--- config.mk ---
export PLATFORM = sky130hd
export DESIGN_NAME = m72_rom_fetch_arbiter
export DESIGN_NICKNAME = d
export VERILOG_FILES = /design/src/rtl/m72_rom_fetch_arbiter.sv
export SDC_FILE = /design/constraint.sdc
export NUM_CORES = 1
export LEC_CHECK = 0
export CORE_MARGIN = 5
export CORE_UTILIZATION = 30
export DETAILED_ROUTE_END_ITERATION = 10
export RECOVER_POWER = 25
export SLEW_MARGIN = 20
export SYNTH_ARGS = -nofsm -noshare
export SYNTH_HDL_FRONTEND = slang
export SYNTH_SLANG_ARGS = --single-unit
--- constraint.sdc ---
create_clock -name CLK_32M -period 2.8 [get_ports CLK_32M]
set_input_delay 0.56 -clock CLK_32M [delete_from_list [all_inputs] [get_ports CLK_32M]]
set_output_delay 0.56 -clock CLK_32M [all_outputs]
set_load 0.01 [all_outputs]
--- src/rtl/m72_rom_fetch_arbiter.sv ---
// Round-robin arbiter sharing one graphics-ROM SDRAM fetch channel between
// the tile/sprite fetchers, with per-port request latching and a stall watchdog.
module m72_rom_fetch_arbiter #(
   parameter int NUM_PORTS = 3,
   parameter int ADDR_W    = 20,
   parameter int TIMEOUT   = 64
) (
   input  logic                        CLK_32M,
   input  logic                        RESET,
   input  logic [NUM_PORTS-1:0]        req,
   input  logic [NUM_PORTS*ADDR_W-1:0] req_addr,
   output logic [NUM_PORTS-1:0]        rdy,
   output logic [31:0]                 rom_data,
   output logic [NUM_PORTS-1:0]        overrun,
   output logic                        timeout_err,
   input  logic                        err_clr,
   output logic [ADDR_W-1:0]           sdr_addr,
   output logic                        sdr_req,
   input  logic [31:0]                 sdr_data,
   input  logic                        sdr_rdy
);

   localparam int PW = (NUM_PORTS > 1) ? $clog2(NUM_PORTS) : 1;
   localparam logic [7:0] TMAX = 8'(TIMEOUT - 1);

   typedef enum logic {S_IDLE, S_WAIT} state_t;

   state_t                state, state_nxt;
   logic [NUM_PORTS-1:0]  pending;
   logic [ADDR_W-1:0]     addr_q [NUM_PORTS];
   logic [PW-1:0]         last_grant, owner, gnt_idx;
   logic                  gnt_vld;
   logic [PW:0]           cand;
   logic [7:0]            timer;
   logic                  do_grant, done_ok, done_to;

   // First pending port strictly after last_grant, wrapping around.
   always_comb begin
      gnt_vld = 1'b0;
      gnt_idx = '0;
      cand    = '0;
      for (int k = 1; k <= NUM_PORTS; k++) begin
         cand = {1'b0, last_grant} + (PW+1)'(k);
         if (cand >= (PW+1)'(NUM_PORTS))
            cand = cand - (PW+1)'(NUM_PORTS);
         if (!gnt_vld && pending[cand[PW-1:0]]) begin
            gnt_vld = 1'b1;
            gnt_idx = cand[PW-1:0];
         end
      end
   end

   always_ff @(posedge CLK_32M) begin
      if (RESET) state <= S_IDLE;
      else       state <= state_nxt;
   end

   always_comb begin
      state_nxt = state;
      do_grant  = 1'b0;
      done_ok   = 1'b0;
      done_to   = 1'b0;
      case (state)
         S_IDLE: begin
            if (gnt_vld) begin
               do_grant  = 1'b1;
               state_nxt = S_WAIT;
            end
         end
         S_WAIT: begin
            if (sdr_rdy) begin
               done_ok   = 1'b1;
               state_nxt = S_IDLE;
            end else if (timer == TMAX) begin
               done_to   = 1'b1;
               state_nxt = S_IDLE;
            end
         end
      endcase
   end

   always_ff @(posedge CLK_32M) begin
      if (RESET) begin
         pending     <= '0;
         last_grant  <= PW'(NUM_PORTS - 1);
         owner       <= '0;
         timer       <= '0;
         sdr_req     <= 1'b0;
         sdr_addr    <= '0;
         rdy         <= '0;
         rom_data    <= '0;
         overrun     <= '0;
         timeout_err <= 1'b0;
         for (int i = 0; i < NUM_PORTS; i++) addr_q[i] <= '0;
      end else begin
         sdr_req <= do_grant;
         rdy     <= '0;
         timer   <= timer + 8'd1;

         if (do_grant) begin
            sdr_addr   <= addr_q[gnt_idx];
            owner      <= gnt_idx;
            last_grant <= gnt_idx;
            timer      <= '0;
         end

         if (done_ok) begin
            rom_data   <= sdr_data;
            rdy[owner] <= 1'b1;
         end
         if (done_to) begin
            rom_data   <= '0;
            rdy[owner] <= 1'b1;
         end

         // Clear first so a same-cycle error event keeps its flag set.
         if (err_clr) begin
            overrun     <= '0;
            timeout_err <= 1'b0;
         end
         if (done_to) timeout_err <= 1'b1;

         for (int i = 0; i < NUM_PORTS; i++) begin
            if (req[i]) begin
               addr_q[i]  <= req_addr[i*ADDR_W +: ADDR_W];
               pending[i] <= 1'b1;
               // A request being issued this cycle is not overwritten.
               if (pending[i] && !(do_grant && gnt_idx == PW'(i)))
                  overrun[i] <= 1'b1;
            end else if (do_grant && gnt_idx == PW'(i)) begin
               pending[i] <= 1'b0;
            end
         end
      end
   end

endmodule

Word-level counts from Yosys, hierarchy flattened
Memory sizes are Yosys's and may differ from the RTL's. A register that Yosys moved wholly into a read port is not among the register bits.
Index checks and enable logic that the tools add are counted.
Word-level totals
  flip-flop bits (word level): 56
  bits in writable memories: 60
  input bits: 99
  output and inout bits: 60
  memories: 1
Operators by class
  add/sub/neg operators: 7
  order comparisons: 8
  equality and inequality tests: 3
  mux-type cells: 59
  bitwise gates (word level): 5
  reductions and logical operators: 21
Memories
  addr_q: depth 3, width 20, read ports 1, clocked after memory_dff 1, wr ports 3, RTL line 30  | logic [ADDR_W-1:0] addr_q [NUM_PORTS];
Operators with widths (count)
  two-way mux 20 bit: 3
  two-way mux 1 bit: 41
  less-than comparator 2 x 3 -> 1 bit (second input constant): 4
  two-way mux 2 bit: 6
  two-way mux 3 bit: 4
  >= comparator 3 x 2 -> 1 bit (second input constant): 3
  logical AND 1 bit: 9
  adder 8 x 1 -> 8 bit (second input constant): 1
  equality test 8 x 6 -> 1 bit (second input constant): 1
  nonzero test 2 bit: 4
  adder 2 x 2 -> 3 bit (second input constant): 2
  binary-select mux 1 bit (select 2 bit): 3
  subtractor 2 bit (second input constant): 3
  logical NOT 1 bit: 5
  OR reduction 2 bit: 2
  adder 2 x 1 -> 3 bit (second input constant): 1
  bitwise OR 1 bit: 3
  bitwise OR 3 bit: 1
  demux 1 bit (select 2 bit): 1
  equality test 2 x 1 -> 1 bit (second input constant): 1
  equality test 2 bit (second input constant): 1
  >= comparator 2 x 1 -> 1 bit (second input constant): 1
  logical NOT 2 bit: 1
  one-hot mux 1 bit (2 select lines): 1
  NOT 1 bit: 1

Depth between registers and ports, before layout
  word-level depth: 19
  mapped depth: 10
  depth with buffers taken out: 7

Worst setup path before layout
No wires, ideal clock.
  kind: register -> register
  start: register last_grant[0]
  end: register sdr_addr[2] (read register of addr_q)
  library setup time: 0.126 ns
  arrival: 2.204 ns
  setup slack: 0.470 ns
  cell stages (with the launch flop): 11
  path buffers: 3
  period minus slack after synthesis: 2.330 ns
  path through: dfxtp_1 inv_2 ha_1 buf_4 inv_2 mux2_4 a31o_1 buf_4 buf_6 a32oi_1 o31ai_2
Between the ends
  cells in the longest elaborated chain, start to end: 14
  elaborated cells between the ends (all ways): 30
RTL lines
  start: declaration: RTL line 31  | logic [PW-1:0] last_grant, owner, gnt_idx;
  start signal: assignment: RTL line 85  | last_grant <= PW'(NUM_PORTS - 1);
  start signal: assignment: RTL line 103  | last_grant <= gnt_idx;
  adder 2 x 1 -> 3 bit: RTL line 43  | cand = {1'b0, last_grant} + (PW+1)'(k);
  >= comparator 3 x 2 -> 1 bit / subtractor 2 bit (equally long branches): RTL line 44, 45
  two-way mux 2 bit: RTL line 44  | if (cand >= (PW+1)'(NUM_PORTS))
  binary-select mux 1 bit (select 2 bit): RTL line 46  | if (!gnt_vld && pending[cand[PW-1:0]]) begin
  two-way mux 1 bit (implied by the code): RTL line 46
  two-way mux 1 bit: RTL line 46
  logical NOT 1 bit: RTL line 46
  logical AND 1 bit: RTL line 46
  two-way mux 1 bit: RTL line 46
  logical NOT 1 bit: RTL line 46
  logical AND 1 bit: RTL line 46
  two-way mux 1 bit: RTL line 46
  two-way mux 1 bit: RTL line 65  | if (gnt_vld) begin
  two-way mux 1 bit: RTL line 63  | case (state)
  end: declaration: RTL line 17  | output logic [ADDR_W-1:0] sdr_addr,
Parallel ways exist; a longest one is shown, timed or not. The select of a mux whose other input is x is not followed.
A chain may end at the register's enable or synchronous reset.

Worst setup path after layout
  start: register last_grant[0]
  end: register sdr_addr[8] (read register of addr_q)
The elaborated chain is that of the path after synthesis.

==> summary.md <==
| Metric | Value |
|---|---|
| Routed wire length | 15920 µm |
| DIE WIDTH | 152.0 µm |
| Setup TNS | 0 ns |
| Clock latency on the worst-skew pair | 0.42 ns |
| Reg-to-reg startpoint | last_grant[0] |
| Post-synth net total | 671 |
| RSZ-0062 raised after global routing | false |
| Bufs on Longest Clock Path | 2 |
| Cell taking the most area after synthesis | edfxtp_1 |
| Peak supply drop | 429.7 µV |
| Cell area after synthesis | 6047 µm² |
| Worst path cell trace | inv_2, ha_2, inv_2, mux2_4, a31o_2, buf_12, a32oi_1, o31ai_2 |
| Starting Density | 30.18% |
| Main combinational cell family by area after synthesis | simple AND/OR/NAND/NOR gates |
| DR WL/cell | roughly 16 µm |
| Post-detailed-route count of antenna-violating nets | 0 |
| IO buf count | 158 |
| Post-CTS setup buffer count | 0 |
| Via/cell ratio | 4.743 |
| Final Setup Violations | 0 |
| Total gr overflow | 0 |
| Ant diodes | 0 |
| Die H | 152.0 µm |
| Adder-Cell Fraction of Synth Area | 1.035% |
| Hold_buf cts | 0 |
| Worst hold path type | reg -> reg |
| Fill count | 1957 |
| Sequential area share after synthesis | a little over half |
| Largest net degree at the start of global routing | 61 |
| Pwr per Cell Area | 883.3 nW/µm² |
| Clock Pin Slew Worst Setup and Hold Paths | 0.06 ns |
| Synthesized flop and latch total | 135 |
| CTS HTree Levels | 4 |
| FMAX | between 300 and 400 MHz |
| Cells after synthesis | 567 |
| Initial drt markers | 346 |
| Setup Crit Path Kind | reg -> reg |
| Synth top area cells | edfxtp_1, dfxtp_1, and2_1 |
| Worst EP required | 3.09 ns |
| Fin nets | 816 |
| Total power draw | around 7.5 mW |
| Simple-gate area share of the yosys netlist | between 10% and 20% |
| Slew headroom | 1.134% |
| Clk sinks | around 140 |
| Hpwl dp | about 12000 µm |
| Die area | roughly 23000 µm² |
| Final hold violation count | 0 |
| Xor/xnor share of the synthesized area | 0.8690% |
| Final cycle utilization of the critical path | 94.05% |
| Async SR Flop Fraction | 0% |
| CP dominant cell by count | inv_2 |
| Slew @ Worst Pin | 1.483 ns |
| Global-route wire length before repair | 25810 µm |
| Max cap viols | 0 |
| CP peak stage delay | 0.49 ns |
| Num rows | 52 |
| Pleak | slightly above 3 nW |
| Gr usage total | a little over an eighth |
| Post-synthesis mux area share | 4.635% |
| Root Buffer | clkbuf_16 |
| Post-layout min period | about 2.6 ns |
| Worst Setup Start Kind | register |
| Crit path launch | last_grant[0] |
| Crit Path Max Fanout | 24 |
| Initial antenna violation count | 0 |
| Slowest cell on the critical path | dfxtp_1 |
| Total CTS buffers | 17 |
| CTS tree | yes |
| Critical Path AT | 2.92 ns |
| Critical path endpoint category | register |
| Post-synthesis compound-gate area fraction | 15.52% |
| Setup Skew | 0.007202 ns |
| DR vias | around 4700 |
| YS warnings | 0 |
| Synth Area per Inst | ~11 µm² |
| Worst Min Path Start | rom_data[2] |
| Final hold slack | 0.4524 ns |
| Main synth FF type | dfxtp_1 |
| Routability cong. | 0.8927 |
| Top-area cell type share of the netlist area | between 20% and 30% |
| Syn-to-layout area delta | 40.00% |
| Vias in the first global route | roughly 4800 |
| Yosys cell types | 56 |
| Core Area | 20040 µm² |
| Status | finished, final reports clean |
| Fin. max-slew vios | 0 |
| I/O pin count | 159 |
| Number of synthesized flops with an enable pin | 60 |
| Fraction of layout cells with a size suffix above 1 | 9.655% |
| Drt drc | 0 |
| TritonRoute pass-1 iters | 6 |
## kinds of logic (layout without fill, tap and decap cells)
kind of cell,Yosys count,after routing
flops,135,135
simple gates,223,223
compound gates,117,117
fa+ha+maj,5,5
buf+inv,55,213
mux,26,26
xor+xnor,6,6
## timing repair
action	CTS	global route
gates resized for setup	1	3
hold endpoints to repair	0	0
setup endpoints to repair	6	24
gates cloned	0	0
## layout make-up
cell class / count / area [µm²] / share of cell area (%)
Timing Repair Buffer: 173 / 1714 / 20.25
Multi-Input combinational cell: 377 / 2489 / 29.40
Sequential cell: 135 / 3303 / 39.02
Inverter: 8 / 30.03 / 0.3547
Clock inverter: 14 / 162.7 / 1.921
Clock buffer: 18 / 429.2 / 5.069
Tap cell: 270 / 337.8 / 3.991
## worst max-delay path, delay by kind of cell (launching register included)
family	cells	cell delay [ns]
DFF	1	0.49
muxes	1	0.45
adders and majority gates	1	0.45
buffers and inverters	3	0.43
AOI/OAI and AO/OA	3	0.68
## per-stage QoR
step	util, %	instance area [µm²]	std cells	worst slack (ns)
2_1_floorplan	-	6047	567	0.4699
3_3_place_gp	39.25	7865	963	0.1581
3_5_place_dp	39.25	7865	963	-0.02055
4_1_cts	42.23	8462	995	0.05596
5_1_grt	42.25	8466	995	0.02561
6_report	42.25	8466	995	0.1666
## flip-flops by register name, summed over array words and instances (netlist names), 2 cells and up
signal      flops
overrun         3
last_grant      2
pending         3
rdy             3
timer           8
addr_q         60
rom_data       32
sdr_addr       20
## cell usage in the layout (no fill, tap or decap), drive strengths merged, types with 2 or more instances in the layout
cell           count
a21oi             35
a311oi            20
a32o               3
a32oi             22
and2              63
and3               3
buf               13
bufinv             2
clkbuf            20
clkdlybuf4s50    157
clkinv             3
clkinvlp           2
dfxtp             75
edfxtp            60
ha                 5
inv               15
mux2               3
mux2i             23
nand2             97
nand2b             4
nand3              6
nand3b             3
nor2              12
nor2b             21
nor3               4
o211ai             3
o21ai              2
o22ai              3
o31ai             21
or2                2
xnor2              3
xor2               3
## cell usage after synthesis, types with 2 or more instances
cell / instances
buf_1: 3
a32o_1: 3
buf_4: 2
nand2_1: 96
nand3_1: 6
and3_1: 3
xor2_1: 3
o31ai_2: 8
dfxtp_1: 75
nor3_1: 4
inv_1: 6
nand2b_1: 4
a311oi_1: 20
inv_2: 2
o22ai_1: 3
nand3b_1: 3
a21oi_1: 35
mux2_2: 2
a32oi_1: 22
mux2i_1: 22
o31ai_1: 13
clkbuf_1: 28
buf_2: 9
buf_6: 4
nor2_1: 12
ha_1: 5
xnor2_1: 3
and2_1: 63
or2_2: 2
o211ai_1: 2
edfxtp_1: 60
nor2b_1: 20
## routing by layer
layer | track usage [%] | up-vias | wire length [µm]
li1 | - | 2324 | -
met1 | 17.83 | 2211 | 6936
met2 | 22.12 | 156 | 7727
met3 | 2.844 | 28 | 778
met4 | 6.122 | 0 | 475
met5 | 0 | - | 0
## report_power, final
part           switching (mW)  internal [mW]
sequential              0.213           2.34
clock                   0.906           1.34
combinational            1.56           1.12
total                    2.68           4.80
## final timing paths
| path | cells after the start | slack [ns] | end |
|---|---|---|---|
| worst min register to register | 2 | 0.45 | rom_data[2] |
| worst min-delay path | 2 | 0.45 | rom_data[2] |
| worst max register to register | 8 | 0.17 | sdr_addr[8] |
| worst max-delay path | 8 | 0.17 | sdr_addr[8] |
Note: power is estimated with default switching activity, not from simulation.
